File: config.mk
export PLATFORM = sky130hd
export DESIGN_NAME = step_pulse_shaper
export DESIGN_NICKNAME = d
export VERILOG_FILES = /design/src/rtl/step_pulse_shaper.sv
export SDC_FILE = /design/constraint.sdc
export NUM_CORES = 1
export LEC_CHECK = 0
export BUFFER_PORTS_ARGS = -buffer_cell sky130_fd_sc_hd__buf_2
export CAP_MARGIN = 5
export CORE_UTILIZATION = 64
export CTS_BUF_LIST = sky130_fd_sc_hd__clkbuf_8
export DETAILED_ROUTE_END_ITERATION = 10
export GPL_ROUTABILITY_DRIVEN = 0
export PLACE_DENSITY = 0.89
export SYNTH_ARGS = -nofsm -noshare
export SYNTH_HDL_FRONTEND = slang
export SYNTH_SLANG_ARGS = --single-unit
export TNS_END_PERCENT = 1
File: constraint.sdc
create_clock -name clk -period 9.8 [get_ports clk]
set_clock_uncertainty 0.15 [all_clocks]
set_input_delay 0.49 -clock clk [delete_from_list [all_inputs] [get_ports clk]]
set_output_delay 0.49 -clock clk [all_outputs]
set_load 0.01 [all_outputs]
File: src/rtl/step_pulse_shaper.sv
// step_pulse_shaper
//   Buffers one-cycle step/dir events from the speed integrator as a signed
//   pending-step count and replays them as STEP/DIR waveforms that meet the
//   driver's DIR setup, STEP high width and STEP low width requirements.
//
// Ports
//   clk           system clock
//   reset         asynchronous, active-high reset
//   step_in       one-cycle step event
//   dir_in        direction of step_in (1 = +1, 0 = -1)
//   enable        allows new pulses to start
//   flush         clears the pending count this cycle
//   clr_overflow  clears the sticky overflow flag
//   dir_setup     cycles DIR is stable before STEP rises (0 allowed)
//   pulse_len     STEP high cycles (0 treated as 1)
//   low_len       STEP low cycles after a pulse, also DIR hold (0 treated as 1)
//   step_out      STEP pin (registered)
//   dir_out       DIR pin (registered)
//   busy          FSM is not idle
//   pending       signed pending-step count
//   overflow      sticky: an input step was dropped at saturation
//
// state       | meaning
// ------------+---------------------------------------------------------
// IDLE        | waiting for enable and a non-zero pending count
// DIR_SETUP   | DIR driven to the new direction, counting setup time
// PULSE_HIGH  | STEP high; one pending step consumed on entry
// PULSE_LOW   | STEP low time, DIR held
module step_pulse_shaper #(
    parameter int CNT_W = 8,
    parameter int TMR_W = 16
) (
    input  logic                    clk,
    input  logic                    reset,
    input  logic                    step_in,
    input  logic                    dir_in,
    input  logic                    enable,
    input  logic                    flush,
    input  logic                    clr_overflow,
    input  logic [TMR_W-1:0]        dir_setup,
    input  logic [TMR_W-1:0]        pulse_len,
    input  logic [TMR_W-1:0]        low_len,
    output logic                    step_out,
    output logic                    dir_out,
    output logic                    busy,
    output logic signed [CNT_W-1:0] pending,
    output logic                    overflow
);

    localparam logic [1:0] S_IDLE       = 2'd0;
    localparam logic [1:0] S_DIR_SETUP  = 2'd1;
    localparam logic [1:0] S_PULSE_HIGH = 2'd2;
    localparam logic [1:0] S_PULSE_LOW  = 2'd3;

    localparam logic signed [CNT_W-1:0] CNT_ZERO = '0;
    localparam logic signed [CNT_W-1:0] CNT_MAX  = {1'b0, {(CNT_W-1){1'b1}}};
    localparam logic signed [CNT_W-1:0] CNT_MIN  = -CNT_MAX;

    // Two guard bits so the net sum can be formed without wrapping.
    localparam logic signed [CNT_W+1:0] ONE_W     = 1;
    localparam logic signed [CNT_W+1:0] MAX_W     = {2'b00, CNT_MAX};
    localparam logic signed [CNT_W+1:0] NEG_MAX_W = -MAX_W;

    localparam logic [TMR_W-1:0] TMR_ONE = 1;

    logic [1:0]              state_q, state_d;
    logic [TMR_W-1:0]        timer_q, timer_d;
    logic signed [CNT_W-1:0] pending_q, pending_d;
    logic                    dir_q, dir_d;
    logic                    step_q, step_d;
    logic                    overflow_q, overflow_d;

    logic                    want;
    logic                    enter_high;
    logic                    in_inc, in_dec, drop;
    logic signed [CNT_W+1:0] sum_w;

    // max(x,1)-1: the value a timer is loaded with for an x-cycle interval.
    function automatic logic [TMR_W-1:0] load_val(input logic [TMR_W-1:0] x);
        return (x == '0) ? '0 : (x - TMR_ONE);
    endfunction

    always_comb begin
        state_d    = state_q;
        timer_d    = timer_q;
        dir_d      = dir_q;
        enter_high = 1'b0;
        want       = (pending_q > CNT_ZERO);

        case (state_q)
            S_IDLE: begin
                if (enable && (pending_q != CNT_ZERO) && !flush) begin
                    if ((want == dir_q) && (dir_setup == '0)) begin
                        state_d    = S_PULSE_HIGH;
                        timer_d    = load_val(pulse_len);
                        enter_high = 1'b1;
                    end else begin
                        // Same direction with a non-zero setup still goes through
                        // DIR_SETUP so the setup time is always honoured.
                        dir_d   = want;
                        state_d = S_DIR_SETUP;
                        timer_d = load_val(dir_setup);
                    end
                end
            end
            S_DIR_SETUP: begin
                if (!enable) begin
                    state_d = S_IDLE;
                end else if (timer_q == '0) begin
                    state_d    = S_PULSE_HIGH;
                    timer_d    = load_val(pulse_len);
                    enter_high = 1'b1;
                end else begin
                    timer_d = timer_q - TMR_ONE;
                end
            end
            S_PULSE_HIGH: begin
                if (timer_q == '0) begin
                    state_d = S_PULSE_LOW;
                    timer_d = load_val(low_len);
                end else begin
                    timer_d = timer_q - TMR_ONE;
                end
            end
            default: begin
                if (timer_q == '0) begin
                    state_d = S_IDLE;
                end else begin
                    timer_d = timer_q - TMR_ONE;
                end
            end
        endcase

        step_d = (state_d == S_PULSE_HIGH);
    end

    always_comb begin
        in_inc = step_in && dir_in;
        in_dec = step_in && !dir_in;
        drop   = !flush && ((in_inc && (pending_q == CNT_MAX)) ||
                            (in_dec && (pending_q == CNT_MIN)));

        sum_w = {{2{pending_q[CNT_W-1]}}, pending_q};
        if (in_inc && !drop) sum_w = sum_w + ONE_W;
        if (in_dec && !drop) sum_w = sum_w - ONE_W;
        // The issued step is in the direction already on the DIR pin.
        if (enter_high) begin
            if (dir_q) sum_w = sum_w - ONE_W;
            else       sum_w = sum_w + ONE_W;
        end

        // A flush during DIR_SETUP can leave the issue opposing an empty count;
        // clamp so the most-negative code never appears.
        if (flush) begin
            pending_d = '0;
        end else if (sum_w > MAX_W) begin
            pending_d = CNT_MAX;
        end else if (sum_w < NEG_MAX_W) begin
            pending_d = CNT_MIN;
        end else begin
            pending_d = sum_w[CNT_W-1:0];
        end

        overflow_d = overflow_q;
        if (clr_overflow) overflow_d = 1'b0;
        if (drop)         overflow_d = 1'b1;
    end

    always_ff @(posedge clk or posedge reset) begin
        if (reset) begin
            state_q    <= S_IDLE;
            timer_q    <= '0;
            pending_q  <= '0;
            dir_q      <= 1'b0;
            step_q     <= 1'b0;
            overflow_q <= 1'b0;
        end else begin
            state_q    <= state_d;
            timer_q    <= timer_d;
            pending_q  <= pending_d;
            dir_q      <= dir_d;
            step_q     <= step_d;
            overflow_q <= overflow_d;
        end
    end

    assign step_out = step_q;
    assign dir_out  = dir_q;
    assign busy     = (state_q != S_IDLE);
    assign pending  = pending_q;
    assign overflow = overflow_q;

endmodule

==> run summary, run 1 <==
- 0.07 ns — clock slew seen by the registers of the worst setup and hold paths
- 2 — Max Buffers Root-to-Sink
- 18.5 µm — average wire length per cell after detail routing
- 67 — count of pins on the block boundary
- 5960 µm² — placeable core region
- 0 — DRC
- 0 — total number of yosys warnings
- 198 nW/µm² — power per cell area
- ha_1 > and4bb_1 > a21oi_1 > nor2_1 > a21oi_1 > ha_1 > nor4b_1 > and4b_1 > xor2_1 > ha_1 > a21o_1 > a211oi_1 > o2bb2ai_1 > a21o_1 > mux2i_2 > xnor2_2 > nand3_1 > a211oi_1 — cell-by-cell trace of the critical path
- flip-flop — critical path launch point type
- 609 — Post-Synthesis Net Count
- 0 — initial antenna violation count
- 0.121 mV — Worst IR Drop VDD
- 16.5% — share of cells above drive strength 1
- 6.87 — via count normalized by instance count
- 0 — Gates resized, CTS repair
- 0 — max_cap viols
- 0 — total gr overflow
- 18.2% — fraction of the yosys area taken by sequential cells
- completed — outcome
- 11.2% — Layout Area Growth over Synthesis
- 81.0 µm — Die Y-Extent
- sky130_fd_sc_hd__clkbuf_8 — clock root buffer
- flip-flop — nature of the critical path endpoint
- 18.0% — relative slew slack
- 4548 — vias
- 663 — nets@finish
- 66 — number of buffer cells added on primary ports
- 14 — highest net fanout along the worst path
- primary input to asynchronous set/reset pin — Hold/Removal Path Class
- 55.3% — post-route fraction of the period consumed by the critical path
- flip-flop to flip-flop — type of the worst setup path
- 0 — number of setup violations in the final report
- sky130_fd_sc_hd__dfrtp_1 — dominant register cell in the synthesized netlist
- 4330 µm² — placed inst area
- 0 — post-CTS setup buffer count
- 0 — hold violation count in the final report
- 0 — n_diodes
- sky130_fd_sc_hd__dfrtp_1 — standard cell with the maximum stage delay on the critical path
- 654 — DP Cell Count
- 7.51 µm² — Post-Synthesis Mean Instance Area
- 1.23 ns — transition at the pin with the smallest max-transition slack
- done — clock tree from TritonCTS
- 29 — number of register bits inferred by synthesis
- 532 — Synth Instances
- 5 — clock buffers created by TritonCTS
- 3997 — via count of the first global-routing pass
- 37.8% — global router's overall resource usage
- 12200 µm — Post-Route WL
- 0 ns — total negative slack
- 2 — H-tree depth reported by CTS
- 0 — count of flip-flops with a built-in enable after synthesis
- 878 µW — Total Power Consumption
- 4000 µm² — Cell Area, Synth
- 4440 µm² — Layout Cell Area excl Fill
- 67.1% — initial cell density of the core
- 100% — async set or reset register ratio after synthesis
- no — setup repair after global routing missed its margin
- 9280 µm — post-DP HPWL
- 463 — FILL cells
- 33 — largest net degree at the start of global routing
- 0 — count of final max-slew check failures
- sky130_fd_sc_hd__ha_1 — critical path's most frequent cell
- 5.42 ns — clock period minus worst slack
- 662 — final cell count without fillers
- 608 — Starting DRT DRC Count
- 5.46 ns — arrival time reported for the critical path endpoint
- 0 — antenna-violating nets left
- 28 — # rows
- 29 — clock sinks
- 0.185 GHz — Achievable Freq
- 81.0 µm — die width
- 0.00182 µW — static leakage power
- 0.54 ns — Largest stage delay, worst path
- 0 — CTS hold repair buffers
- 0.337 ns — final-layout worst hold slack
- 6560 µm² — area of the die
- 9.84 ns — critical path data required time
- 18900 µm — first-pass GRT wire length
- 0.29 ns — Clock Latency Late Sink
- 7 — iteration count of the initial detailed-routing pass
- 77 — post-synthesis cell type count
-- metal layers --
layer / up-vias / share of wire [%] / GRT usage, %
met5: - / 0 / 0
met4: 0 / 2.0 / 9.11
met3: 36 / 12 / 8.09
met2: 346 / 45 / 60.5
met1: 2105 / 41 / 51.7
li1: 2061 / - / -
-- critical path: cells and delay by family, from the launching register on --
family	cells	cell delay (ns)
compound gates	7	1.66
simple gates	5	1.34
fa+ha+maj	3	0.87
xor+xnor	2	0.58
flops	1	0.54
mux	1	0.18
-- synth_stat cells, types with 3 or more instances --
master | n | share of area (%)
sky130_fd_sc_hd__or4_1 | 3 | 0.56
sky130_fd_sc_hd__nor3_1 | 29 | 3.6
sky130_fd_sc_hd__nand4_1 | 6 | 0.94
sky130_fd_sc_hd__xnor2_1 | 34 | 7.5
sky130_fd_sc_hd__o22ai_1 | 10 | 1.6
sky130_fd_sc_hd__and2_1 | 6 | 0.94
sky130_fd_sc_hd__o21ai_1 | 3 | 0.38
sky130_fd_sc_hd__o21ai_0 | 41 | 5.1
sky130_fd_sc_hd__nand3_1 | 15 | 1.9
sky130_fd_sc_hd__and4b_1 | 3 | 0.75
sky130_fd_sc_hd__nor4b_1 | 3 | 0.66
sky130_fd_sc_hd__nand2_1 | 44 | 4.1
sky130_fd_sc_hd__a21oi_1 | 30 | 3.8
sky130_fd_sc_hd__nand2b_1 | 4 | 0.63
sky130_fd_sc_hd__a21o_1 | 6 | 1.1
sky130_fd_sc_hd__a221o_1 | 3 | 0.75
sky130_fd_sc_hd__mux2i_1 | 4 | 1.0
sky130_fd_sc_hd__o21a_1 | 3 | 0.56
sky130_fd_sc_hd__or3_1 | 12 | 1.9
sky130_fd_sc_hd__a211oi_1 | 14 | 2.6
sky130_fd_sc_hd__ha_1 | 21 | 6.6
sky130_fd_sc_hd__or2_2 | 3 | 0.47
sky130_fd_sc_hd__buf_2 | 4 | 0.50
sky130_fd_sc_hd__nand3b_1 | 4 | 0.75
sky130_fd_sc_hd__o31ai_1 | 4 | 0.75
sky130_fd_sc_hd__inv_1 | 22 | 2.1
sky130_fd_sc_hd__and3_1 | 3 | 0.47
sky130_fd_sc_hd__nor4_1 | 11 | 1.7
sky130_fd_sc_hd__a21boi_0 | 3 | 0.56
sky130_fd_sc_hd__xor2_1 | 25 | 5.5
sky130_fd_sc_hd__or4_4 | 3 | 0.85
sky130_fd_sc_hd__clkbuf_1 | 10 | 0.94
sky130_fd_sc_hd__nor2_1 | 53 | 5.0
sky130_fd_sc_hd__dfrtp_1 | 29 | 18
sky130_fd_sc_hd__nor2b_1 | 7 | 1.1
sky130_fd_sc_hd__a31oi_1 | 7 | 1.1
-- layout make-up --
class	instances	area, µm²	share of cell area (%)
timing repair buffer	66	330	7.43
sequential	29	726	16.3
clock inverter	2	33.8	0.760
clock buffer	6	82.6	1.86
tap	75	93.8	2.11
multi-input combinational	462	3100	69.7
inverter	22	82.6	1.86
-- layout by cell type, fill, tap and decap left out, drive strengths merged, types with 4 or more instances in the layout --
cell / count
nor4: 12
nor2b: 7
xnor2: 35
nor2: 53
inv: 23
a21o: 6
or3: 12
o21ai: 45
xor2: 25
o21a: 4
nand4: 6
dfrtp: 29
nand2: 45
o31ai: 5
nor3: 31
ha: 21
o22ai: 10
or4: 6
a211oi: 15
and2: 6
nand3: 15
or2: 4
buf: 66
a31oi: 7
a21oi: 31
clkbuf: 6
mux2i: 5
nand2b: 4
nor4b: 4
nand3b: 4
-- per-stage QoR --
stage	util [%]	setup WS, ns
final	74.6	4.38
after global routing	74.6	4.08
after CTS	74.6	4.53
after detailed placement	72.7	4.71
after global placement	72.7	4.96
after floorplan	-	5.33
-- logic make-up after synthesis --
logic type	after synthesis	share of synthesized area, %
buf+inv	41	4.48
xor+xnor	60	13.3
flops	29	18.2
simple gates	227	31.3
fa+ha+maj	23	7.33
mux	6	1.63
compound gates	146	23.8
-- path summary, 6_finish.rpt --
check / startpoint / endpoint / depth (start not counted) / slack, ns
max: pending[0] / pending[4] / 18 / 4.38
min: reset / overflow / 2 / 0.34
max reg2reg: pending[0] / pending[4] / 18 / 4.38
min reg2reg: overflow / overflow / 1 / 0.37
max in group asynchronous: reset / timer_q[13] / 2 / 8.46
min in group clk: clr_overflow / overflow / 3 / 0.36
-- report_power, final --
group	switching (µW)	total, µW	internal [µW]
Sequential	78.4	245	167
Combinational	298	501	203
Clock	50.4	132	81.9
-- state kept, by name, summed over array words and instances, names as in the netlist --
| signal | flops |
|---|---|
| step_out | 1 |
| pending | 8 |
| overflow | 1 |
| timer_q | 16 |
| state_q | 2 |
| dir_out | 1 |
Note: power is estimated with default switching activity, not from simulation.
==> run 2, diff against run 1 <==
CORE_UTILIZATION = 54   (was 64)
PLACE_DENSITY = 0.8   (was 0.89)
clock period = 4.5 ns   (was 9.8 ns; I/O delays follow)
==> run 2 against run 1 <==
Cell count up 7.9%. Utilization fell by 5.4 points. Non-clock buffer count up 31. Critical path depth stayed put. Die area grew 18%. Routed wire length grew 1.2%. Largest cell class unchanged. Largest power group unchanged.
==> run summary, run 2 (synthesis results as in run 1) <==
- completed — outcome
- 0 — total gr overflow, unchanged
- pending[1] — start point of the critical path
- 17.3 µm — average wire length per cell after detail routing, -6.2%
- 2 — H-tree depth reported by CTS, unchanged
- 69.2% — final core occ, -5.4 points
- 6.25 — via count normalized by instance count, -9.1%
- 12400 µm — Post-Route WL, +1.2%
- 7750 µm² — area of the die, +18%
- 2050 µW — Total Power Consumption, +130%
- 702 — DP Cell Count, +7.3%
- primary input to flip-flop — Hold/Removal Path Class
- 0 — DRC, unchanged
- 0.754 ns — transition at the pin with the smallest max-transition slack, -0.476 ns
- 18 — depth of the critical timing path with buffers and inverters included, unchanged
- 20.9% — Layout Area Growth over Synthesis
- 0 ns — total negative slack, unchanged
- flip-flop to flip-flop — type of the worst setup path
- 16 — number of flip-flops under the largest register name, unchanged
- 0 — initial antenna violation count, unchanged
- 7 — iteration count of the initial detailed-routing pass, unchanged
- pending[0] — critical path endpoint
- 57.2% — initial cell density of the core, -9.9 points
- 3 — Buffers & Inverters on Critical Path, +3
- flip-flop — critical path launch point type
- 0.00199 µW — static leakage power, +9.3%
- 0.14 ns — setup slack of the worst register-to-register path, -4.24 ns
- 66 x sky130_fd_sc_hd__buf_2, 53 x sky130_fd_sc_hd__nor2_1, 44 x sky130_fd_sc_hd__nand2_1, 39 x sky130_fd_sc_hd__o21ai_0, 34 x sky130_fd_sc_hd__xnor2_1 — top library cells by usage in the layout, fill and taps aside
- 24.8% — share of total power in sequential cells, -3.1 points
- 3 — WHS Path Cells
- 2 — Max Buffers Root-to-Sink, unchanged
- 598 — FILL cells, +29%
- 4.36 ns — clock period minus worst slack, -1.06 ns
- 0 — n_diodes, unchanged
- 432 — Starting DRT DRC Count, -29%
- sky130_fd_sc_hd__or4b_4 — standard cell with the maximum stage delay on the critical path
- 14.4% — clock power share, -0.7 points
- 0.143 ns — post-route worst setup slack, -4.24 ns
- simple AND/OR/NAND/NOR gates — kind of cell adding the most delay to the critical path
- 961 µW — Switch Pwr, +120%
- 0 — count of final max-slew check failures, unchanged
- timer_q — register bank with the most flops
- 0 — max_cap viols, unchanged
- 0.07 ns — clock slew seen by the registers of the worst setup and hold paths, about the same
- -0.0849 ns — dpl ws, -4.80 ns
- 19900 µm — first-pass GRT wire length, +5.2%
- 5 — clock buffers created by TritonCTS, unchanged
- 714 — final cell count without fillers, +7.9%
- 67 — count of pins on the block boundary, unchanged
- 96.8% — post-route fraction of the period consumed by the critical path, +42 points
- 30 — # rows, +7.1%
- 46.9% — fraction of power spent switching nets, -1.7 points
- 66 — number of buffer cells added on primary ports, unchanged
- 4204 — via count of the first global-routing pass, +5.2%
- 29 — clock sinks, unchanged
- 33 — largest net degree at the start of global routing, unchanged
- 0 — antenna-violating nets left, unchanged
- sky130_fd_sc_hd__clkbuf_8 — clock root buffer
- pending[1] — R2R Path Start
- 88.0 µm — Die Y-Extent, +8.6%
- flip-flop — nature of the critical path endpoint
- 4.52 ns — critical path data required time, -5.32 ns
- 6980 µm² — placeable core region, +17%
- 0.48 ns — Largest stage delay, worst path, -0.06 ns
- 424 nW/µm² — power per cell area, +110%
- pending[0] — reg2reg end
- 1090 µW — internal power, +140%
- 5 — highest net fanout along the worst path, -9
- 0.230 GHz — Achievable Freq, +24%
- 88.0 µm — die width, +8.6%
- 0.29 ns — Clock Latency Late Sink, about the same
- 49.3% — relative slew slack, +31 points
- sky130_fd_sc_hd__buf_2 — most frequent standard cell in the layout excluding fill and tap cells
- 9690 µm — post-DP HPWL, +4.4%
- 694 — nets@finish, +4.7%
- done — clock tree from TritonCTS
- 23.3% — share of cells above drive strength 1, +6.8 points
- 0.160 mV — Worst IR Drop VDD, +32%
- 4.38 ns — arrival time reported for the critical path endpoint, -1.08 ns
- 0 — hold violation count in the final report, unchanged
- 18 — path depth of the worst reg2reg path, unchanged
- 4459 — vias, -2.0%
- inv_1 > ha_1 > or4b_4 > o21a_4 > or2_4 > a21oi_2 > inv_2 > ha_4 > and4b_1 > a211oi_1 > buf_4 > o21ai_1 > o2bb2ai_1 > a21o_1 > mux2i_4 > xor2_1 > or3_1 > o311a_1 — cell-by-cell trace of the critical path
- 0 — number of setup violations in the final report, unchanged
- 60.8% — combinational cell fraction of total power, +3.8 points
- 33.1% — global router's overall resource usage, -4.7 points
[run 2: changes by cell type in the layout (fill, tap and decap cells not counted), sizes merged]
cell,before,now
buf,66,96
clkinvlp,0,1
dlygate4sd3,0,1
inv,23,22
[run 2: layout make-up]
class / instances / area, µm² / area share (%)
Timing Repair Buffer: 97 / 566 / 11.7
Sequential cell: 29 / 726 / 15.0
Clock inverter: 2 / 37.5 / 0.777
Tap cell: 96 / 120 / 2.49
Clock buffer: 6 / 82.6 / 1.71
Multi-Input combinational cell: 462 / 3220 / 66.6
Inverter: 22 / 82.6 / 1.71
[run 2: power groups by stage]
stage	sequential, µW	clock (µW)	combinational, µW
2_1_floorplan	476	0	792
3_3_place_gp	499	0	1090
3_5_place_dp	504	0	1130
4_1_cts	502	293	1150
5_1_grt	522	303	1350
6_report	508	295	1250
[run 2: routing by layer]
layer	up-vias	global-route usage [%]	part of all wire (%)	wire, µm
met5	-	0	0	0
met4	0	8.80	1.9	230
met3	20	5.18	7.7	958
met2	229	55.0	46	5710
met1	2081	44.8	44	5480
li1	2129	-	-	-
[run 2: repair_timing]
item	4_1_cts	5_1_grt
setup endpoints to repair	7	7
endpoints found under the hold margin	29	0
pin swaps	2	5
hold buffers	1	0
gates resized for setup	5	19
buffers inserted	0	3
[run 2: metrics by stage]
| stage | instance area [µm²] | hold slack [ns] |
|---|---|---|
| floorplan | 4000 | 0.153 |
| global placement | 4560 | 0.166 |
| detailed placement | 4560 | 0.176 |
| CTS | 4720 | 0.0928 |
| global route | 4830 | 0.112 |
| finish | 4830 | 0.105 |
[run 2: how the worst min path moves through the flow]
stage,from,endpoint
finish,clr_overflow,overflow
detailed placement,reset,timer_q[8]
floorplan,reset,dir_out
global route,clr_overflow,overflow
CTS,clr_overflow,overflow
global placement,reset,timer_q[8]
[run 2: worst register-to-register path, cell delays in order, from the launching register on]
cell and delay, ns:
sky130_fd_sc_hd__dfrtp_1 0.42, sky130_fd_sc_hd__inv_1 0.09, sky130_fd_sc_hd__ha_1 0.15, sky130_fd_sc_hd__or4b_4 0.48, sky130_fd_sc_hd__o21a_4 0.25, sky130_fd_sc_hd__or2_4 0.26, sky130_fd_sc_hd__a21oi_2 0.18, sky130_fd_sc_hd__inv_2 0.07
sky130_fd_sc_hd__ha_4 0.28, sky130_fd_sc_hd__and4b_1 0.21, sky130_fd_sc_hd__a211oi_1 0.05, sky130_fd_sc_hd__buf_4 0.16, sky130_fd_sc_hd__o21ai_1 0.19, sky130_fd_sc_hd__o2bb2ai_1 0.15, sky130_fd_sc_hd__a21o_1 0.16, sky130_fd_sc_hd__mux2i_4 0.35
sky130_fd_sc_hd__xor2_1 0.14, sky130_fd_sc_hd__or3_1 0.36, sky130_fd_sc_hd__o311a_1 0.14
